[src/rtl/tcb_lite_pkg.sv]
// Shared types and helpers for the TCB lite library blocks.
package tcb_lite_pkg;

  typedef enum logic {
    ARB_RR  = 1'b0,
    ARB_FIX = 1'b1
  } arb_mode_t;

  localparam int unsigned TCB_DAT_MAX = 64;
  localparam int unsigned TCB_ADR_MAX = 64;
  localparam int unsigned TCB_BYT_MAX = TCB_DAT_MAX / 8;
  localparam int unsigned TCB_SIZ_MAX = $clog2(TCB_BYT_MAX);

  typedef struct packed {
    logic                   lck;
    logic                   ndn;
    logic                   wen;
    logic [TCB_ADR_MAX-1:0] adr;
    logic [TCB_SIZ_MAX-1:0] siz;
    logic [TCB_BYT_MAX-1:0] byt;
    logic [TCB_DAT_MAX-1:0] wdt;
  } tcb_lite_req_t;

  // Number of bytes covered by a logarithmic transfer size.
  function automatic int unsigned siz2byt(input int unsigned siz);
    return 32'd1 << siz;
  endfunction

endpackage

[src/rtl/tcb_lite_lib_arb_rr.sv]
// Combinational round-robin request arbiter; ptr=0 degenerates to fixed priority.
module tcb_lite_lib_arb_rr
  import tcb_lite_pkg::*;
#(
  parameter  int unsigned IFN = 2,
  localparam int unsigned IDX = $clog2(IFN)
)(
  input  logic [IFN-1:0] req,
  input  logic [IDX-1:0] ptr,
  output logic [IDX-1:0] gnt_idx,
  output logic           gnt_vld
);

  logic [IFN-1:0] msk;
  logic [IFN-1:0] req_hi;

  always_comb begin
    msk = '0;
    for (int unsigned i = 0; i < IFN; i++) begin
      msk[i] = (IDX'(i) >= ptr);
    end
    req_hi  = req & msk;
    gnt_vld = |req;
    gnt_idx = '0;
    // Descending scans let the lowest index win; requests at/after ptr override wrapped ones.
    for (int unsigned i = IFN; i > 0; i--) begin
      if (req[i-1]) gnt_idx = IDX'(i-1);
    end
    if (|req_hi) begin
      for (int unsigned i = IFN; i > 0; i--) begin
        if (req_hi[i-1]) gnt_idx = IDX'(i-1);
      end
    end
  end

endmodule

[src/rtl/tcb_lite_lib_arbiter.sv]
// N-manager to 1-subordinate TCB lite arbiter with lock support and
// fixed-latency response routing through a grant-index delay line.
module tcb_lite_lib_arbiter
  import tcb_lite_pkg::*;
#(
  parameter  int unsigned IFN = 2,
  parameter  int unsigned DLY = 1,
  parameter  int unsigned DAT = 32,
  parameter  int unsigned ADR = 32,
  parameter  logic        PRI = 1'b0,
  localparam int unsigned BYT = DAT/8,
  localparam int unsigned SIZ = $clog2(DAT/8),
  localparam int unsigned IDX = $clog2(IFN)
)(
  input  logic               clk,
  input  logic               rst,
  input  logic [IFN-1:0]     man_vld,
  output logic [IFN-1:0]     man_rdy,
  input  logic [IFN-1:0]     man_lck,
  input  logic [IFN-1:0]     man_ndn,
  input  logic [IFN-1:0]     man_wen,
  input  logic [IFN*ADR-1:0] man_adr,
  input  logic [IFN*SIZ-1:0] man_siz,
  input  logic [IFN*BYT-1:0] man_byt,
  input  logic [IFN*DAT-1:0] man_wdt,
  output logic [IFN*DAT-1:0] man_rdt,
  output logic [IFN-1:0]     man_err,
  output logic               sub_vld,
  input  logic               sub_rdy,
  output logic               sub_lck,
  output logic               sub_ndn,
  output logic               sub_wen,
  output logic [ADR-1:0]     sub_adr,
  output logic [SIZ-1:0]     sub_siz,
  output logic [BYT-1:0]     sub_byt,
  output logic [DAT-1:0]     sub_wdt,
  input  logic [DAT-1:0]     sub_rdt,
  input  logic               sub_err,
  output logic [IDX-1:0]     sub_sel
);

  logic [IDX-1:0] ptr;
  logic [IDX-1:0] own;
  logic           lkd;
  logic           hld;
  logic [IDX-1:0] hsel;
  logic [IDX-1:0] arb_ptr;
  logic [IDX-1:0] arb_idx;
  logic           arb_vld;
  logic [IDX-1:0] gnt;
  logic           gnt_vld;
  logic           trn;
  logic [IDX-1:0] nxt;
  logic           dly_trn;
  logic [IDX-1:0] dly_sel;

  assign arb_ptr = (PRI == ARB_FIX) ? '0 : ptr;

  tcb_lite_lib_arb_rr #(
    .IFN (IFN)
  ) u_arb (
    .req     (man_vld),
    .ptr     (arb_ptr),
    .gnt_idx (arb_idx),
    .gnt_vld (arb_vld)
  );

  // Lock owner wins unconditionally; a stalled, still-valid manager keeps its grant.
  always_comb begin
    gnt     = arb_idx;
    gnt_vld = arb_vld;
    if (lkd) begin
      gnt     = own;
      gnt_vld = 1'b1;
    end else if (hld && man_vld[hsel]) begin
      gnt     = hsel;
      gnt_vld = 1'b1;
    end
  end

  assign sub_vld = gnt_vld & man_vld[gnt];
  assign sub_lck = man_lck[gnt];
  assign sub_ndn = man_ndn[gnt];
  assign sub_wen = man_wen[gnt];
  assign sub_adr = man_adr[gnt*ADR +: ADR];
  assign sub_siz = man_siz[gnt*SIZ +: SIZ];
  assign sub_byt = man_byt[gnt*BYT +: BYT];
  assign sub_wdt = man_wdt[gnt*DAT +: DAT];
  assign sub_sel = gnt;
  assign trn     = sub_vld & sub_rdy;
  assign nxt     = (gnt == IDX'(IFN-1)) ? '0 : gnt + 1'b1;
  assign man_rdt = {IFN{sub_rdt}};

  always_comb begin
    man_rdy = '0;
    for (int unsigned i = 0; i < IFN; i++) begin
      man_rdy[i] = sub_rdy & gnt_vld & (gnt == IDX'(i));
    end
  end

  always_ff @(posedge clk or negedge rst) begin
    if (!rst) begin
      ptr  <= '0;
      lkd  <= 1'b0;
      own  <= '0;
      hld  <= 1'b0;
      hsel <= '0;
    end else begin
      hld  <= sub_vld & ~sub_rdy;
      hsel <= gnt;
      if (trn) begin
        if (sub_lck) begin
          lkd <= 1'b1;
          own <= gnt;
        end else begin
          lkd <= 1'b0;
          if (PRI == ARB_RR) ptr <= nxt;
        end
      end
    end
  end

  if (DLY == 0) begin : g_nodly
    assign dly_trn = trn;
    assign dly_sel = gnt;
  end else begin : g_dly
    logic [DLY:1]   trn_dly;
    logic [IDX-1:0] sel_dly [1:DLY];

    always_ff @(posedge clk or negedge rst) begin
      if (!rst) begin
        trn_dly <= '0;
        for (int unsigned i = 1; i <= DLY; i++) sel_dly[i] <= '0;
      end else begin
        trn_dly[1] <= trn;
        sel_dly[1] <= gnt;
        for (int unsigned i = 2; i <= DLY; i++) begin
          trn_dly[i] <= trn_dly[i-1];
          sel_dly[i] <= sel_dly[i-1];
        end
      end
    end

    assign dly_trn = trn_dly[DLY];
    assign dly_sel = sel_dly[DLY];
  end

  always_comb begin
    man_err = '0;
    for (int unsigned i = 0; i < IFN; i++) begin
      man_err[i] = sub_err & dly_trn & (dly_sel == IDX'(i));
    end
  end

endmodule

[config.mk]
export PLATFORM = sky130hd
export DESIGN_NAME = tcb_lite_lib_arbiter
export DESIGN_NICKNAME = d
export VERILOG_FILES = /design/src/rtl/tcb_lite_pkg.sv /design/src/rtl/tcb_lite_lib_arb_rr.sv /design/src/rtl/tcb_lite_lib_arbiter.sv
export SDC_FILE = /design/constraint.sdc
export NUM_CORES = 1
export LEC_CHECK = 0
export CORE_AREA = 3 3 125 127
export CTS_CLUSTER_DIAMETER = 120
export DETAILED_ROUTE_END_ITERATION = 12
export DIE_AREA = 0 0 128 130
export HOLD_SLACK_MARGIN = 0.06
export PLACE_DENSITY = 0.62
export RECOVER_POWER = 25
export SYNTH_ARGS = -nofsm -noshare
export SYNTH_HDL_FRONTEND = slang
export SYNTH_SLANG_ARGS = --single-unit
[constraint.sdc]
create_clock -name clk -period 3 [get_ports clk]
set_input_delay 0.3 -clock clk [delete_from_list [all_inputs] [get_ports clk]]
set_output_delay 0.3 -clock clk [all_outputs]
set_load 0.02 [all_outputs]
==> impl_metrics.yaml <==
status:
  status: "completed"
clock_tree:
  root_buffer: "clkbuf_16"
  h-tree-depth: 1
  clock_path_buffers: 2
  numCtsBuffers: 3
  postCtsHoldBufs: 0
  path_clk_slew_ns: 0.03
  post_cts.repair.setup_buffers: 0
  clk_latency_ns: 0.23
  cts_resized: 0
  cts_sinks: 6
  cts_tree: "yes"
timing:
  setup_viol: 0
  slew_viol_final: 0
  worst_hold_slack_ns: 0.3893
  setup_tns_ns: 0
  hold_viol: 0
  clock_skew_ns: 0.0003089
  period_needed_ns: 2.760
  period_share_pct: 92.01
  max_slew_margin_pct: 60.12
  worst_pin_slew_ns: 0.5982
  max_freq_mhz: 362.3
  rsz0062_at_grt: "false"
floorplanning:
  die_w_um: 128
  pin_count: 327
  die_h_um: 130
  initial_core_util_pct: 13.24
  core_area_um2: 14530
  std_cell_rows: 44
  die_area_um2: 16640
drt:
  drt_pre_antenna_iters: 4
  drc: 0
  avgRoutedWirePerCell_um: 15.76
  vias: 1970
  routed_wl_um: 8402
  vias_per_cell: 3.696
  ant_nets: 0
  drt_iter0_drc: 58
yosys:
  ys.flop_type: "dfrtp_1"
  synthCells: 183
  post-synth-top-count-cell: "buf_4"
  netlist_top_cells_count: "64 x buf_4, 48 x mux2_4, 25 x mux2_2"
  yosysTopAreaCellShare_pct: 37.45
  seq_area_frac_synth_pct: 7.802
  yosysTopAreaCell: "mux2_4"
  syn-cell-area_um2: 1924
  synth_async_sr_flop_share_pct: 100.0
  synthTopCellsByArea: "mux2_4 37%, buf_4 25%, mux2_2 15%, dfrtp_1 7.8%, buf_6 3.5%"
  syn_area_per_cell_um2: 10.52
  syn_nets: 367
  ys_types: 26
  ys_seq_elements: 6
  synth_warnings: 0
  synth_edf_count: 0
cells_and_area:
  antennaDiodeCount: 0
  post-route-util_pct: 27.84
  fillCellCount: 1521
  syn2layout_area_growth_pct: 110.3
  fin_nets: 535
  postLayoutCellArea_um2: 4046
  drive_above_1_share_pct: 24.36
  multi_input_comb_area_um2: 1215
  regArea_um2: 150.1
global_route:
  globalRouteMet1Util_pct: 10.00
  grt_first_pass_wirelength_um: 11510
  grt_busiest_layer: "met2"
  track_usage_pct: 8.719
  met3_usage_pct: 3.479
  grt_max_degree: 33
  grt_antenna_before_repair: 0
  grt.overflow.total: 0
  first_global_vias: 2043
  use_met2_pct: 15.53
place:
  place_area_um2: 3971
  hpwl_um: 7249
  place.gp.congestion: 0.7586
  io_buffers: 230
flow_run:
  maxCapViolCount: 0
power:
  power_leakage_nw: 1.638
  ir_worst_vdd_mv: 0.2186
  powerDensity_nw_per_um2: 755.8
critical_path:
  path_class: "input pin to output pin"
  arrival_ns: 2.46
  crit_required_ns: 2.70
  startpoint_type: "input pin"
  path_max_fanout: 32
  cp-end-kind: "output pin"
hold_path:
  hp-class: "input pin to asynchronous set/reset pin"
-- metal layers --
| layer | routed length, um | part of all wire (%) | vias to the layer above |
|---|---|---|---|
| li1 | - | - | 909 |
| met1 | 3116 | 37 | 878 |
| met2 | 4186 | 50 | 172 |
| met3 | 1044 | 12 | 11 |
| met4 | 55 | 0.65 | 0 |
| met5 | 0 | 0 | - |
-- logic make-up after synthesis --
group	count (synthesis)	synth area share [%]
AOI/OAI and AO/OA	10	5.267
buffers and inverters	75	29.58
DFF	6	7.802
muxes	74	52.60
and+or+nand+nor	18	4.747
-- worst paths after layout --
check | startpoint | endpoint | slack, ns | cells after the start
worst max-delay path | man_vld[0] | sub_wdt[24] | 0.24 | 5
worst min-delay path | rst | hld$_DFF_PN0_ | 0.39 | 1
worst max register to register | own$_DFFE_PN0P_ | lkd$_DFFE_PN0P_ | 1.32 | 4
worst min register to register | arb_ptr$_DFFE_PN0P_ | arb_ptr$_DFFE_PN0P_ | 0.55 | 2
max in group asynchronous | rst | dly_sel$_DFF_PN0_ | 2.39 | 1
min in group clk | arb_ptr$_DFFE_PN0P_ | arb_ptr$_DFFE_PN0P_ | 0.55 | 2
-- metrics by stage --
step | cells | power, mW | setup WS (ns)
2_1_floorplan | 183 | 1.906 | 1.139
3_3_place_gp | 530 | 2.843 | 0.2577
3_5_place_dp | 530 | 2.872 | 0.2395
4_1_cts | 533 | 3.104 | 0.2288
5_1_grt | 533 | 3.214 | 0.1723
6_report | 533 | 3.058 | 0.2396
-- state kept, by name, summed over array words and instances (netlist names) --
| name | flops |
|---|---|
| arb_ptr | 1 |
| dly_sel | 1 |
| dly_trn | 1 |
| hld | 1 |
| lkd | 1 |
| own | 1 |
-- placed cells by master, fill, tap and decap left out, drive strengths merged, types with 3 or more instances in the layout --
cell type      count
clkbuf             3
clkdlybuf4s50    229
dfrtp              6
nor2               5
nand2              3
inv                3
a21boi             3
buf                5
mux2              73
-- critical path, stage by stage --
cell and delay, ns:
clkdlybuf4s50_1 0.61, a32o_4 0.37, buf_12 0.28, mux2_4 0.33, clkdlybuf4s50_1 0.55
-- where the power goes --
group          internal (mW)  switching, mW  leakage (nW)  total, mW
sequential             0.113         0.0365        0.0715      0.150
clock                  0.171         0.0413        0.0370      0.212
combinational           1.53           1.17          1.53       2.70
total                   1.81           1.25          1.64       3.06
-- layout make-up --
| class | count | area share (%) |
|---|---|---|
| flip-flops and latches | 6 | 3.711 |
| multi-input cells | 102 | 30.02 |
| repair buffers | 235 | 58.44 |
| well taps | 184 | 5.690 |
| inverters | 3 | 0.2783 |
| clock buffers | 3 | 1.855 |
(Power assumes the default switching activity.)
